$ cat src/rtl/sigpulse_pkg.sv
// Shared definitions for the multi-channel pulse generator: state encoding
// and default counter widths.
package sigpulse_pkg;

    localparam int DEF_CNT_W = 32;
    localparam int DEF_REP_W = 16;

    typedef enum logic [1:0] {
        ST_IDLE  = 2'd0,
        ST_DELAY = 2'd1,
        ST_PULSE = 2'd2,
        ST_GAP   = 2'd3
    } state_t;

endpackage

$ cat src/rtl/sigpulse_ch.sv
// Single pulse-generator channel: trigger-time shadow registers, a shared
// down-counter for delay/width/gap, and a burst repeat counter.
module sigpulse_ch
    import sigpulse_pkg::*;
#(
    parameter int CNT_W = DEF_CNT_W,
    parameter int REP_W = DEF_REP_W
) (
    input  logic             io_clk,
    input  logic             io_rst,
    input  logic             io_en,
    input  logic             pwm_dis,
    input  logic             io_defaultLevel,
    input  logic [CNT_W-1:0] io_trigDelay,
    input  logic [CNT_W-1:0] io_pulseWidth,
    input  logic [CNT_W-1:0] io_gap,
    input  logic [REP_W-1:0] io_repeat,
    output logic             io_pulseOut,
    output logic             busy,
    output logic             pulse_valid
);

    localparam logic [CNT_W-1:0] CNT_ONE = CNT_W'(1);
    localparam logic [REP_W-1:0] REP_ONE = REP_W'(1);

    state_t           state;
    logic [CNT_W-1:0] cnt;
    logic [CNT_W-1:0] width_q;
    logic [CNT_W-1:0] gap_q;
    logic [REP_W-1:0] rep_q;
    logic             lvl_q;
    logic             act_q;
    logic             valid_q;

    // NOTE: every flop here is assigned with <= so all channel state updates
    // together on the edge; blocking writes would leak same-cycle ordering.
    always_ff @(posedge io_clk or posedge io_rst) begin
        if (io_rst) begin
            state   <= ST_IDLE;
            cnt     <= '0;
            width_q <= '0;
            gap_q   <= '0;
            rep_q   <= '0;
            lvl_q   <= 1'b0;
            act_q   <= 1'b0;
            valid_q <= 1'b0;
        end else begin
            valid_q <= 1'b0;
            if (pwm_dis) begin
                // Abort strobes only if there was a burst to abort.
                valid_q <= (state != ST_IDLE);
                state   <= ST_IDLE;
                act_q   <= 1'b0;
                cnt     <= '0;
            end else begin
                unique case (state)
                    ST_IDLE: begin
                        if (io_en) begin
                            width_q <= io_pulseWidth;
                            gap_q   <= (io_gap == '0) ? CNT_ONE : io_gap;
                            rep_q   <= (io_repeat == '0) ? REP_ONE : io_repeat;
                            lvl_q   <= io_defaultLevel;
                            if (io_trigDelay != '0) begin
                                state <= ST_DELAY;
                                cnt   <= io_trigDelay;
                            end else if (io_pulseWidth != '0) begin
                                state <= ST_PULSE;
                                act_q <= 1'b1;
                                cnt   <= io_pulseWidth;
                            end else begin
                                valid_q <= 1'b1;
                            end
                        end
                    end
                    ST_DELAY: begin
                        if (cnt == CNT_ONE) begin
                            if (width_q != '0) begin
                                state <= ST_PULSE;
                                act_q <= 1'b1;
                                cnt   <= width_q;
                            end else begin
                                state   <= ST_IDLE;
                                valid_q <= 1'b1;
                            end
                        end else begin
                            cnt <= cnt - CNT_ONE;
                        end
                    end
                    ST_PULSE: begin
                        if (cnt == CNT_ONE) begin
                            act_q <= 1'b0;
                            if (rep_q == REP_ONE) begin
                                state   <= ST_IDLE;
                                valid_q <= 1'b1;
                            end else begin
                                state <= ST_GAP;
                                cnt   <= gap_q;
                                rep_q <= rep_q - REP_ONE;
                            end
                        end else begin
                            cnt <= cnt - CNT_ONE;
                        end
                    end
                    ST_GAP: begin
                        if (cnt == CNT_ONE) begin
                            state <= ST_PULSE;
                            act_q <= 1'b1;
                            cnt   <= width_q;
                        end else begin
                            cnt <= cnt - CNT_ONE;
                        end
                    end
                    default: state <= ST_IDLE;
                endcase
            end
        end
    end

    // NOTE: the flops clear to 0 on reset; the idle level comes from the live
    // input through this select, so the pin is correct even while in reset.
    assign busy        = (state != ST_IDLE);
    assign io_pulseOut = act_q ? ~lvl_q : (busy ? lvl_q : io_defaultLevel);
    assign pulse_valid = valid_q;

endmodule

$ cat src/rtl/sigpulse_mc.sv
// Multi-channel pulse generator: NUM_CH independent sigpulse_ch instances
// with per-channel slices of the packed configuration vectors.
module sigpulse_mc
    import sigpulse_pkg::*;
#(
    parameter int NUM_CH = 4,
    parameter int CNT_W  = DEF_CNT_W,
    parameter int REP_W  = DEF_REP_W
) (
    input  logic                    io_clk,
    input  logic                    io_rst,
    input  logic [NUM_CH-1:0]       io_en,
    input  logic [NUM_CH-1:0]       pwm_dis,
    input  logic [NUM_CH-1:0]       io_defaultLevel,
    input  logic [NUM_CH*CNT_W-1:0] io_trigDelay,
    input  logic [NUM_CH*CNT_W-1:0] io_pulseWidth,
    input  logic [NUM_CH*CNT_W-1:0] io_gap,
    input  logic [NUM_CH*REP_W-1:0] io_repeat,
    output logic [NUM_CH-1:0]       io_pulseOut,
    output logic [NUM_CH-1:0]       busy,
    output logic [NUM_CH-1:0]       pulse_valid
);

    for (genvar i = 0; i < NUM_CH; i++) begin : g_ch
        sigpulse_ch #(
            .CNT_W(CNT_W),
            .REP_W(REP_W)
        ) u_ch (
            .io_clk         (io_clk),
            .io_rst         (io_rst),
            .io_en          (io_en[i]),
            .pwm_dis        (pwm_dis[i]),
            .io_defaultLevel(io_defaultLevel[i]),
            .io_trigDelay   (io_trigDelay[i*CNT_W +: CNT_W]),
            .io_pulseWidth  (io_pulseWidth[i*CNT_W +: CNT_W]),
            .io_gap         (io_gap[i*CNT_W +: CNT_W]),
            .io_repeat      (io_repeat[i*REP_W +: REP_W]),
            .io_pulseOut    (io_pulseOut[i]),
            .busy           (busy[i]),
            .pulse_valid    (pulse_valid[i])
        );
    end

endmodule

$ cat config.mk
export PLATFORM = sky130hd
export DESIGN_NAME = sigpulse_mc
export DESIGN_NICKNAME = d
export VERILOG_FILES = /design/src/rtl/sigpulse_pkg.sv /design/src/rtl/sigpulse_ch.sv /design/src/rtl/sigpulse_mc.sv
export SDC_FILE = /design/constraint.sdc
export NUM_CORES = 2
export LEC_CHECK = 0
export BUFFER_PORTS_ARGS = -buffer_cell sky130_fd_sc_hd__clkbuf_2
export CELL_PAD_IN_SITES_DETAIL_PLACEMENT = 1
export CELL_PAD_IN_SITES_GLOBAL_PLACEMENT = 1
export CORE_MARGIN = 3
export CORE_UTILIZATION = 47
export DETAILED_ROUTE_END_ITERATION = 12
export PLACE_DENSITY = 0.88
export SYNTH_ARGS = -nofsm -noshare
export SYNTH_HDL_FRONTEND = slang
export SYNTH_SLANG_ARGS = --single-unit
$ cat constraint.sdc
create_clock -name io_clk -period 27.7 [get_ports io_clk]
set_input_delay 5.54 -clock io_clk [delete_from_list [all_inputs] [get_ports io_clk]]
set_output_delay 5.54 -clock io_clk [all_outputs]
set_load 0.02 [all_outputs]
==> summary.md <==
| Metric | Value |
|---|---|
| Comb pwr share | 45.5% |
| Final Skew | 0.0148 ns |
| Clock transition at the registers of the reported paths | 0.06 ns |
| Clock Tree Buf Depth | 3 |
| Non-Filler Instances | 4243 |
| DR WL/cell | 26.7 um |
| Final ANT Viol Nets | 0 |
| CTS Buf Count | 54 |
| Slew Limit Fails | 0 |
| Layout cells sized above 1 | 26.7% |
| Hold Buf Count CTS | 0 |
| Internal power | 2.18 mW |
| Crit-path max FO | 2 |
| Placer Congestion | 0.942 |
| Die area | 0.0634 mm2 |
| Largest net degree at the start of global routing | 139 |
| Final HPWL DP | 81.4 mm |
| FFs w/ async S/R, synth | 100% |
| HP Start | g_ch[1].u_ch.gap_q[29] |
| Crit Path Class | in2out |
| Pre-Repair DR Iteration Count | 5 |
| End of the worst register-to-register path | g_ch[0].u_ch.rep_q[6] |
| Worst Hold Path Cells | 1 |
| Routed wire length | 113 mm |
| Clk root buf | clkbuf_16 |
| CTS tree | yes |
| Sequential power share | 34.9% |
| DP Worst Slack | 16.03 ns |
| Run status | complete, no violations |
| Via count of the routed design | 29000 |
| Setup violators final | 0 |
| Area growth, synth to finish | 16.7% |
| Fmax | 85.8 MHz |
| Initial Util | 47.8% |
| Nets | 3918 |
| Main synth FF type | dfrtp_1 |
| Sequential cell area | 0.0117 mm2 |
| Pwr/cell area | 118 mW/mm2 |
| Worst ir drop on vdd | 0.0000732 V |
| Worst Hold Slack | 0.502 ns |
| Setup ws final | 16.05 ns |
| Critical Path End Type | output port |
| Vias/cell | 6.82 |
| 1st-iter DRT viols | 2770 |
| PortBufs | 473 |
| Psw | 1.72 mW |
| Vias in the first global route | 30400 |
| H-tree lvl count | 2 |
| Number of fill cells in the layout | 6857 |
| Flops & latches, synth | 468 |
| YS warnings | 0 |
| Post-synth cell types | 84 |
| GRT Resource Usage Total | 34.8% |
| Syn_nets | 3561 |
| Row count | 89 |
| Final Hold Fails | 0 |
| Post-synthesis instance total | 3067 |
| Worst Hold Class | reg2reg |
| Clk sinks | 468 |
| Clk_lat worst skew | 0.61 ns |
| Post-cts sizing count | 0 |
| # placed instances | 4141 |
| Die Span Y | 252 um |
| First-pass GRT wire length | 176 mm |
| Hold path endpoint | g_ch[1].u_ch.gap_q[29] |
| R2R cell count | 9 |
| Gr ovfl total | 0 |
| Total leakage power | 13.8 nW |
| Mean Syn Cell Area | 9.25 um2 |
| Worst Path Arrival | 6.11 ns |
| Post-CTS setup buffers | 0 |
| R2R Setup Slk | 23.50 ns |
| Largest area contributor in the netlist | dfrtp_1 |
| Area contributors post-synth | dfrtp_1 (41%), mux2_2 (10%), nor4_1 (4.1%) |
| RSZ-0062 raised after global routing | no |
| Slew HR | 14.4% |
| Final Cycle Share | 42.1% |
| Seq/Total Area, Yosys | 41.3% |
| CP Launch Type | input pin |
| Number of I/O pins | 474 |
| Setup_tns | 0 ns |
| Post-synth top area share | 41.3% |
| Max-cap violations | 0 |
| # DRC | 0 |
| Core ar. | 0.0594 mm2 |
| Post-synth EDFFs | 0 |
| Slew @ Worst Pin | 1.28 ns |
| Minimum clock period | 11.65 ns |
| Required time worst endpoint | 22.16 ns |
| Post-Syn Area | 0.0284 mm2 |
| FF-to-FF Start | g_ch[0].u_ch.cnt[1] |
| Core Util, Final | 55.8% |
| Area taken by multi-input logic gates | 0.0155 mm2 |
| Die X | 252 um |
| Clock power share | 19.6% |
| Sw frac | 44.1% |
| Antenna violations before repair | 4 |
==> synth_stat cells (39+ instances only) <==
cell	number
a211oi_1	83
clkbuf_1	177
a31oi_1	60
nand3_1	95
o21ai_0	200
nand4_1	59
nor3_1	86
a21oi_1	169
nor2_1	222
nor4_1	186
dfrtp_1	468
or3_1	40
inv_1	82
nand2_1	190
mux2_2	261
a211o_1	44
a22oi_1	39
==> cell families (layout without fill, tap and decap cells) <==
| logic type | after synthesis | after routing | share of synthesized area, % |
|---|---|---|---|
| AOI/OAI and AO/OA | 937 | 937 | 22.6 |
| xor gates and xnor gates | 54 | 54 | 1.67 |
| adders and majority gates | 32 | 32 | 1.41 |
| buffers and inverters | 304 | 704 | 4.30 |
| DFF | 468 | 468 | 41.3 |
| muxes | 266 | 266 | 10.5 |
| other | 0 | 3 | 0 |
| and+or+nand+nor | 1006 | 1006 | 18.3 |
==> stage by stage <==
stage                     cell area [um2]  total power [mW]
after floorplan                     28400              2.50
after global placement              31200              2.94
after detailed placement            31200              3.06
after CTS                           33100              3.86
after global routing                33100              4.12
final                               33100              3.90
==> worst max-delay path by stage <==
| stage | end | from |
|---|---|---|
| global placement | io_pulseOut[1] | io_defaultLevel[1] |
| detailed placement | io_pulseOut[0] | io_defaultLevel[0] |
| floorplan | g_ch[0].u_ch.act_q | io_rst |
| global route | io_pulseOut[0] | io_defaultLevel[0] |
| CTS | io_pulseOut[0] | io_defaultLevel[0] |
| finish | io_pulseOut[0] | io_defaultLevel[0] |
==> cell type report <==
type                            instances  area share [%]
Antenna cell                            3          0.0227
Timing Repair Buffer                  519            8.19
Multi-Input combinational cell       2295            46.8
Clock inverter                         13           0.510
Sequential cell                       468            35.3
Tap cell                              773            2.92
Clock buffer                           86            5.18
Inverter                               86           0.997
==> critical path: stages <==
cell and delay [ns]:
clkbuf_2 0.09, a211oi_1 0.25, a21oi_1 0.08, clkbuf_2 0.16
==> layout by cell type, fill, tap and decap left out, types with 14 or more instances in the layout <==
cell       instances
o22ai_1           25
clkbuf_2         473
xor2_1            27
a21oi_1          168
a211o_1           44
o21ai_0          200
a21o_1            16
o31ai_1           22
a32o_1            26
nor2_1           218
nand3_1           95
a211oi_1          83
or4_1             23
nand2_1          187
clkbuf_8          18
xnor2_1           27
nand4_1           59
a22oi_1           39
clkbuf_16         57
a311oi_1          14
a31oi_1           60
buf_4             46
nor4_1           186
ha_1              28
or3_1             40
inv_1             81
mux2_2           261
o41ai_1           23
nor3_1            85
a221oi_1          18
dfrtp_1          468
o22a_1            22
nand2b_1          19
o211ai_1          28
o21ai_1           14
a22o_1            32
==> registers in the layout, summed over array words and instances (netlist names) <==
name,cells
g_ch.u_ch.cnt,128
g_ch.u_ch.lvl_q,4
g_ch.u_ch.rep_q,64
g_ch.u_ch.width_q,128
g_ch.u_ch.gap_q,128
g_ch.u_ch.pulse_valid,4
g_ch.u_ch.act_q,4
g_ch.u_ch.state,8
==> routing by layer <==
layer / global-route usage, % / vias up / share of wire [%]
li1: - / 12500 / -
met1: 44.1 / 14600 / 39
met4: 16.5 / 2 / 5.1
met3: 6.07 / 354 / 7.9
met2: 58.0 / 1527 / 48
met5: 0 / - / 0.017
==> power groups by stage <==
stage | sequential [mW] | combinational (mW) | clock (mW)
floorplan | 1.23 | 1.28 | 0
global placement | 1.32 | 1.63 | 0
CTS | 1.35 | 1.74 | 0.770
detailed placement | 1.35 | 1.71 | 0
global route | 1.40 | 1.93 | 0.798
finish | 1.36 | 1.77 | 0.764
No activity file was read; power rests on OpenSTA's default activity.
